**src/rtl/uart_tx_arbiter_pkg.sv**
```systemverilog
`default_nettype none
// ============================================================================
// Module   : uart_tx_arbiter_pkg
// Brief    : Shared constants and FSM state encoding for the UART TX arbiter.
// Revision : 1.0
// ============================================================================
package uart_tx_arbiter_pkg;

    localparam int         c_N_REQ       = 4;
    localparam int         c_IDX_W       = 2;
    localparam logic [7:0] c_HEADER_BASE = 8'hA0;

    localparam logic [2:0] c_ST_IDLE      = 3'd0;
    localparam logic [2:0] c_ST_SEND_HDR  = 3'd1;
    localparam logic [2:0] c_ST_WAIT_HDR  = 3'd2;
    localparam logic [2:0] c_ST_SEND_DATA = 3'd3;
    localparam logic [2:0] c_ST_WAIT_DATA = 3'd4;
    localparam logic [2:0] c_ST_ACK       = 3'd5;

    typedef enum logic [2:0] {
        ST_IDLE      = c_ST_IDLE,
        ST_SEND_HDR  = c_ST_SEND_HDR,
        ST_WAIT_HDR  = c_ST_WAIT_HDR,
        ST_SEND_DATA = c_ST_SEND_DATA,
        ST_WAIT_DATA = c_ST_WAIT_DATA,
        ST_ACK       = c_ST_ACK
    } state_t;

endpackage
`default_nettype wire

```
**src/rtl/uart_tx_arbiter_rr_pick.sv**
```systemverilog
`default_nettype none
// ============================================================================
// Module   : uart_tx_arbiter_rr_pick
// Brief    : Round-robin winner select, searching from last_owner+1 upward.
// Revision : 1.0
// ============================================================================
module uart_tx_arbiter_rr_pick
    import uart_tx_arbiter_pkg::*;
#(
    parameter int N_REQ = c_N_REQ
) (
    input  logic [N_REQ-1:0]   req,
    input  logic [c_IDX_W-1:0] last_owner,
    output logic               valid,
    output logic [c_IDX_W-1:0] index
);

    logic [c_IDX_W-1:0] w_cand;

    // Scan farthest offset first so the nearest requester after last_owner wins.
    always_comb begin
        valid  = 1'b0;
        index  = '0;
        w_cand = '0;
        for (int k = N_REQ; k >= 1; k--) begin
            w_cand = last_owner + k[c_IDX_W-1:0];
            if (req[w_cand]) begin
                valid = 1'b1;
                index = w_cand;
            end
        end
    end

endmodule
`default_nettype wire

```
**src/rtl/uart_tx_arbiter.sv**
```systemverilog
`default_nettype none
// ============================================================================
// Module   : uart_tx_arbiter
// Brief    : Shares one uart_tx among four requesters; sends header + payload.
// Revision : 1.0
// ============================================================================
module uart_tx_arbiter
    import uart_tx_arbiter_pkg::*;
#(
    parameter int         N_REQ          = c_N_REQ,
    parameter logic [7:0] HEADER_BASE    = c_HEADER_BASE,
    parameter int         TIMEOUT_CYCLES = 60000
) (
    input  logic                 clock,
    input  logic                 reset,
    input  logic [N_REQ-1:0]     req,
    input  logic [8*N_REQ-1:0]   req_data,
    output logic [N_REQ-1:0]     grant,
    output logic [N_REQ-1:0]     ack,
    output logic                 err,
    output logic                 tx_start,
    output logic [7:0]           tx_writedata,
    input  logic                 tx_done
);

    localparam logic [15:0]      c_TIMEOUT_LAST = 16'(TIMEOUT_CYCLES - 1);
    localparam logic [N_REQ-1:0] c_ONE          = {{(N_REQ-1){1'b0}}, 1'b1};

    state_t             r_state;
    logic [c_IDX_W-1:0] r_index;
    logic [c_IDX_W-1:0] r_last_owner;
    logic [7:0]         r_payload;
    logic [15:0]        r_wait_cnt;
    logic [N_REQ-1:0]   r_grant;
    logic [N_REQ-1:0]   r_ack;
    logic               r_err;
    logic               r_tx_start;
    logic [7:0]         r_tx_data;

    logic               w_pick_valid;
    logic [c_IDX_W-1:0] w_pick_index;
    logic               w_timeout;

    uart_tx_arbiter_rr_pick #(
        .N_REQ (N_REQ)
    ) u_rr_pick (
        .req        (req),
        .last_owner (r_last_owner),
        .valid      (w_pick_valid),
        .index      (w_pick_index)
    );

    assign w_timeout = (r_wait_cnt == c_TIMEOUT_LAST);

    always_ff @(posedge clock) begin
        if (reset) begin
            r_state      <= ST_IDLE;
            r_index      <= '0;
            r_last_owner <= '1;
            r_payload    <= '0;
            r_wait_cnt   <= '0;
            r_grant      <= '0;
            r_ack        <= '0;
            r_err        <= 1'b0;
            r_tx_start   <= 1'b0;
            r_tx_data    <= '0;
        end else begin
            r_ack      <= '0;
            r_err      <= 1'b0;
            r_tx_start <= 1'b0;
            case (r_state)
                ST_IDLE: begin
                    if (w_pick_valid) begin
                        r_index    <= w_pick_index;
                        r_payload  <= req_data[8*w_pick_index +: 8];
                        r_grant    <= c_ONE << w_pick_index;
                        r_tx_start <= 1'b1;
                        r_tx_data  <= HEADER_BASE | {{(8-c_IDX_W){1'b0}}, w_pick_index};
                        r_state    <= ST_SEND_HDR;
                    end
                end
                ST_SEND_HDR: begin
                    r_wait_cnt <= '0;
                    r_state    <= ST_WAIT_HDR;
                end
                ST_WAIT_HDR: begin
                    if (tx_done) begin
                        r_tx_start <= 1'b1;
                        r_tx_data  <= r_payload;
                        r_state    <= ST_SEND_DATA;
                    end else if (w_timeout) begin
                        r_err        <= 1'b1;
                        r_grant      <= '0;
                        r_last_owner <= r_index;
                        r_state      <= ST_IDLE;
                    end else begin
                        r_wait_cnt <= r_wait_cnt + 16'd1;
                    end
                end
                ST_SEND_DATA: begin
                    r_wait_cnt <= '0;
                    r_state    <= ST_WAIT_DATA;
                end
                ST_WAIT_DATA: begin
                    if (tx_done) begin
                        r_ack   <= c_ONE << r_index;
                        r_state <= ST_ACK;
                    end else if (w_timeout) begin
                        r_err        <= 1'b1;
                        r_grant      <= '0;
                        r_last_owner <= r_index;
                        r_state      <= ST_IDLE;
                    end else begin
                        r_wait_cnt <= r_wait_cnt + 16'd1;
                    end
                end
                ST_ACK: begin
                    r_grant      <= '0;
                    r_last_owner <= r_index;
                    r_state      <= ST_IDLE;
                end
                default: begin
                    r_grant <= '0;
                    r_state <= ST_IDLE;
                end
            endcase
        end
    end

    assign grant        = r_grant;
    assign ack          = r_ack;
    assign err          = r_err;
    assign tx_start     = r_tx_start;
    assign tx_writedata = r_tx_data;

endmodule
`default_nettype wire

```
**config.mk**
```make
export PLATFORM = sky130hd
export DESIGN_NAME = uart_tx_arbiter
export DESIGN_NICKNAME = d
export VERILOG_FILES = /design/src/rtl/uart_tx_arbiter_pkg.sv /design/src/rtl/uart_tx_arbiter_rr_pick.sv /design/src/rtl/uart_tx_arbiter.sv
export SDC_FILE = /design/constraint.sdc
export NUM_CORES = 1
export LEC_CHECK = 0
export ABC_AREA = 1
export CAP_MARGIN = 15
export CORE_AREA = 2 2 81 83
export CTS_CLUSTER_SIZE = 16
export DETAILED_ROUTE_END_ITERATION = 12
export DIE_AREA = 0 0 83 85
export PLACE_DENSITY = 0.74
export SYNTH_ARGS = -nofsm -noshare
export SYNTH_HDL_FRONTEND = slang
export SYNTH_SLANG_ARGS = --single-unit
```
**constraint.sdc**
```tcl
create_clock -name clock -period 1.95 [get_ports clock]
set_input_delay 0.39 -clock clock [delete_from_list [all_inputs] [get_ports clock]]
set_output_delay 0.39 -clock clock [all_outputs]
set_load 0.005 [all_outputs]
```
==> impl_results.md <==
- Final hold vios: 0
- Yosys Warn Count: 0
- Mapped Nets: 454
- Lkg Pwr: 1.60 nW
- Stages on worst setup path: 12
- Most frequent cells in the layout: nand2_1, clkdlybuf4s50_1, dfxtp_1, inv_1, nand3_1
- Most used DFF post-synth: dfxtp_1
- Worst-margin pin slew: 0.476 ns
- GRT overflow: 0
- Vias in the first global route: 2,705
- Share of cells above drive strength 1: 0.155
- Via density: 4.99
- Starting DRT DRC Count: 134
- FFs w/ async S/R, synth: 0
- Pre-CTS WS: -0.214 ns
- Simple-gate share of the synthesized area: 0.415
- WP data required: 2.14 ns
- Post-synthesis compound-gate area fraction: 0.108
- DRC Markers: 0
- WP data arrival: 2.01 ns
- CTS tree: yes
- Max Clk Rate: 0.551 GHz
- P per Cell Area: 1640 nW/um2
- Worst Path Buf+Inv: 4
- Worst Path Max Fanout: 4
- Drt total wl: roughly 6.7 mm
- EDFF count, synth: 0
- Synth area leader: dfxtp_1
- Internal reg-to-reg setup slack: 0.17 ns
- IO Count: 57
- Count of cell types in the netlist: 33
- R2R Path Start: r_state[2]
- Adder-Cell Fraction of Synth Area: 0.00466
- Register area share after synthesis: 0.366
- Post-synthesis mux area share: 0
- DP Area: 3510 um2
- Crit path from: req[3]
- Antenna Cells: 0
- Largest net degree at the start of global routing: 21
- Worst-path cell with the longest stage delay: clkdlybuf4s50_1
- Row Count: 29
- Synth top area share: 0.366
- Chip width: 83 um
- Critical path capture point: r_index[0]
- Root Buffer: clkbuf_8
- TritonCTS Buffers: 5
- R2r endpoint: r_wait_cnt[10]
- FF-to-FF path depth: 12
- Avg Inst Size Synth: about 6.5 um2
- Synth area leaders: dfxtp_1, nand2_1, nand3_1, inv_1, nor2_1
- Commonest non-fill, non-tap cell in the layout: nand2_1
- Port buffer count: 56
- Die area: ~7100 um2
- Hold-fix buffers, CTS: 0
- Slowest Stage Delay on Critical Path: roughly 0.42 ns
- Element type at the critical path end: flop
- #FFs+latches synth: 49
- Synth Cell Area: 2680 um2
- Initial Util: 0.433
- Final WS setup: 0.134 ns
- Maxcap violations: 0
- Total Power: 6.05 mW
- Worst setup SP type: input pin
- Layout area overhead: 37.3%
- Slew Limit Fails: 0
- Final Instance Area: 3680 um2
- Hold WC Path Type: reg2reg
- Xor-xnor portion of the synthesized cell area: 0.0131
- Core Area: 6200 um2
- HPWL after DPL: roughly 5.2 mm
- Worst-case clock buffer depth: 2
- Die height: approximately 85 um
- Total global-route track usage: 0.191
- Family with the most delay on the worst path: buffers and inverters
- Min Tclk post-route: 1.82 ns
- Kind of critical path: in2reg
- Final Cycle Share: 0.931
- Worst Clk Skew: 0.00373 ns
- Slew headroom: 0.680
- Final setup vio count: 0
- DR pass1 iterations: 4
- Post-Synthesis Cells: 414
- Antenna-violating nets left: 0
- Vias post-DR: 2,870
- H-tree levels: 2
- Routability cong.: ~0.84
- Wire per inst: 11.7 um
- Main combinational cell family by area after synthesis: simple AND/OR/NAND/NOR gates
- Antenna violations before repair: 0
- Worst vdd ir: between 0.8 and 0.9 mV
- Worst-skew pair later-pin latency: roughly 0.30 ns
- Critical-path cell list: clkdlybuf4s50_1 -> inv_1 -> nand2_1 -> and2_1 -> nor2_2 -> nand2_2 -> nor2_4 -> nor2_4 -> buf_4 -> buf_4 -> o21ai_0 -> a21oi_1
- CTS Sinks: between 40 and 50
- Clock slew at reported path FFs: 0.09 ns
- Nets: roughly 540
- Outcome: finished, final reports clean
- Global-route wire length before repair: 11.3 mm
[worst register-to-register path: cells and delay by family (launching register included)]
kind                   cells  cell delay [ns]
AOI/OAI and AO/OA          2             0.19
DFF                        1             0.45
and+or+nand+nor            7             0.70
buffers and inverters      3             0.32
[through the flow]
step	instances	utilization	hold WS, ns	setup TNS (ns)
final	575	0.594	0.472	0
after global placement	563	0.566	0.453	-2.40
after detailed placement	563	0.566	0.459	-3.02
after global routing	575	0.594	0.494	-0.0291
after floorplan	414	-	0.453	0
after CTS	571	0.580	0.475	0
[power by group]
part	internal [mW]	switching (mW)
logic	1.80	2.25
clock network	0.253	0.341
registers	1.23	0.167
total	3.28	2.76
[synth_stat cells, types with 2 or more instances]
| cell type | instances |
|---|---|
| inv_1 | 41 |
| nand3_1 | 43 |
| buf_2 | 5 |
| nor2_1 | 39 |
| o21ai_1 | 2 |
| nor2_4 | 3 |
| o21ai_0 | 20 |
| nand2_1 | 122 |
| nand2_4 | 2 |
| nand4_1 | 8 |
| a21oi_1 | 28 |
| dfxtp_1 | 49 |
| buf_4 | 2 |
| clkbuf_1 | 2 |
| o211ai_1 | 2 |
| inv_2 | 6 |
| nand3b_1 | 3 |
| nor2_2 | 4 |
| nand2_2 | 7 |
| xor2_1 | 4 |
| nor3_1 | 9 |
| buf_6 | 2 |
[registers in the layout (all words and copies together) (netlist names)]
signal / count
err: 1
tx_writedata: 8
r_wait_cnt: 16
tx_start: 1
r_payload: 8
r_index: 2
r_state: 3
grant: 4
r_last_owner: 2
ack: 4
[metal layers]
layer | vias to the layer above | global-route usage | share of wire
met5 | - | 0 | 0
met2 | 69 | 0.356 | 0.51
met4 | 0 | 0.0641 | 0.022
met3 | 14 | 0.0370 | 0.042
li1 | 1502 | - | -
met1 | 1285 | 0.217 | 0.43
[kinds of logic after synthesis]
logic type,count (synthesis)
simple gates,246
buf+inv,59
compound gates,55
flops,49
xor+xnor,4
fa+ha+maj,1
[worst min-delay path by stage]
stage	from	end	slack, ns	depth (start not counted)
2_1_floorplan	r_payload[3]	tx_writedata[3]	0.45	2
3_3_place_gp	grant[0]	grant[0]	0.45	2
3_5_place_dp	tx_writedata[7]	tx_writedata[7]	0.46	2
4_1_cts	tx_writedata[7]	tx_writedata[7]	0.47	2
5_1_grt	grant[1]	grant[1]	0.49	2
6_report	tx_writedata[7]	tx_writedata[7]	0.47	2
[cell type report]
class / instances / area [um2]
timing repair buffer: 87 / 831
inverter: 48 / 184
clock buffer: 6 / 72.6
multi-input combinational: 306 / 1500
fill: 619 / 2520
sequential: 49 / 983
clock inverter: 2 / 15.0
tap: 77 / 96.3
[repair_timing]
item,CTS,global route
resized for setup,0,18
buffers inserted,0,4
endpoints found under the setup margin,0,30
Power figures use the tool's default switching activity.
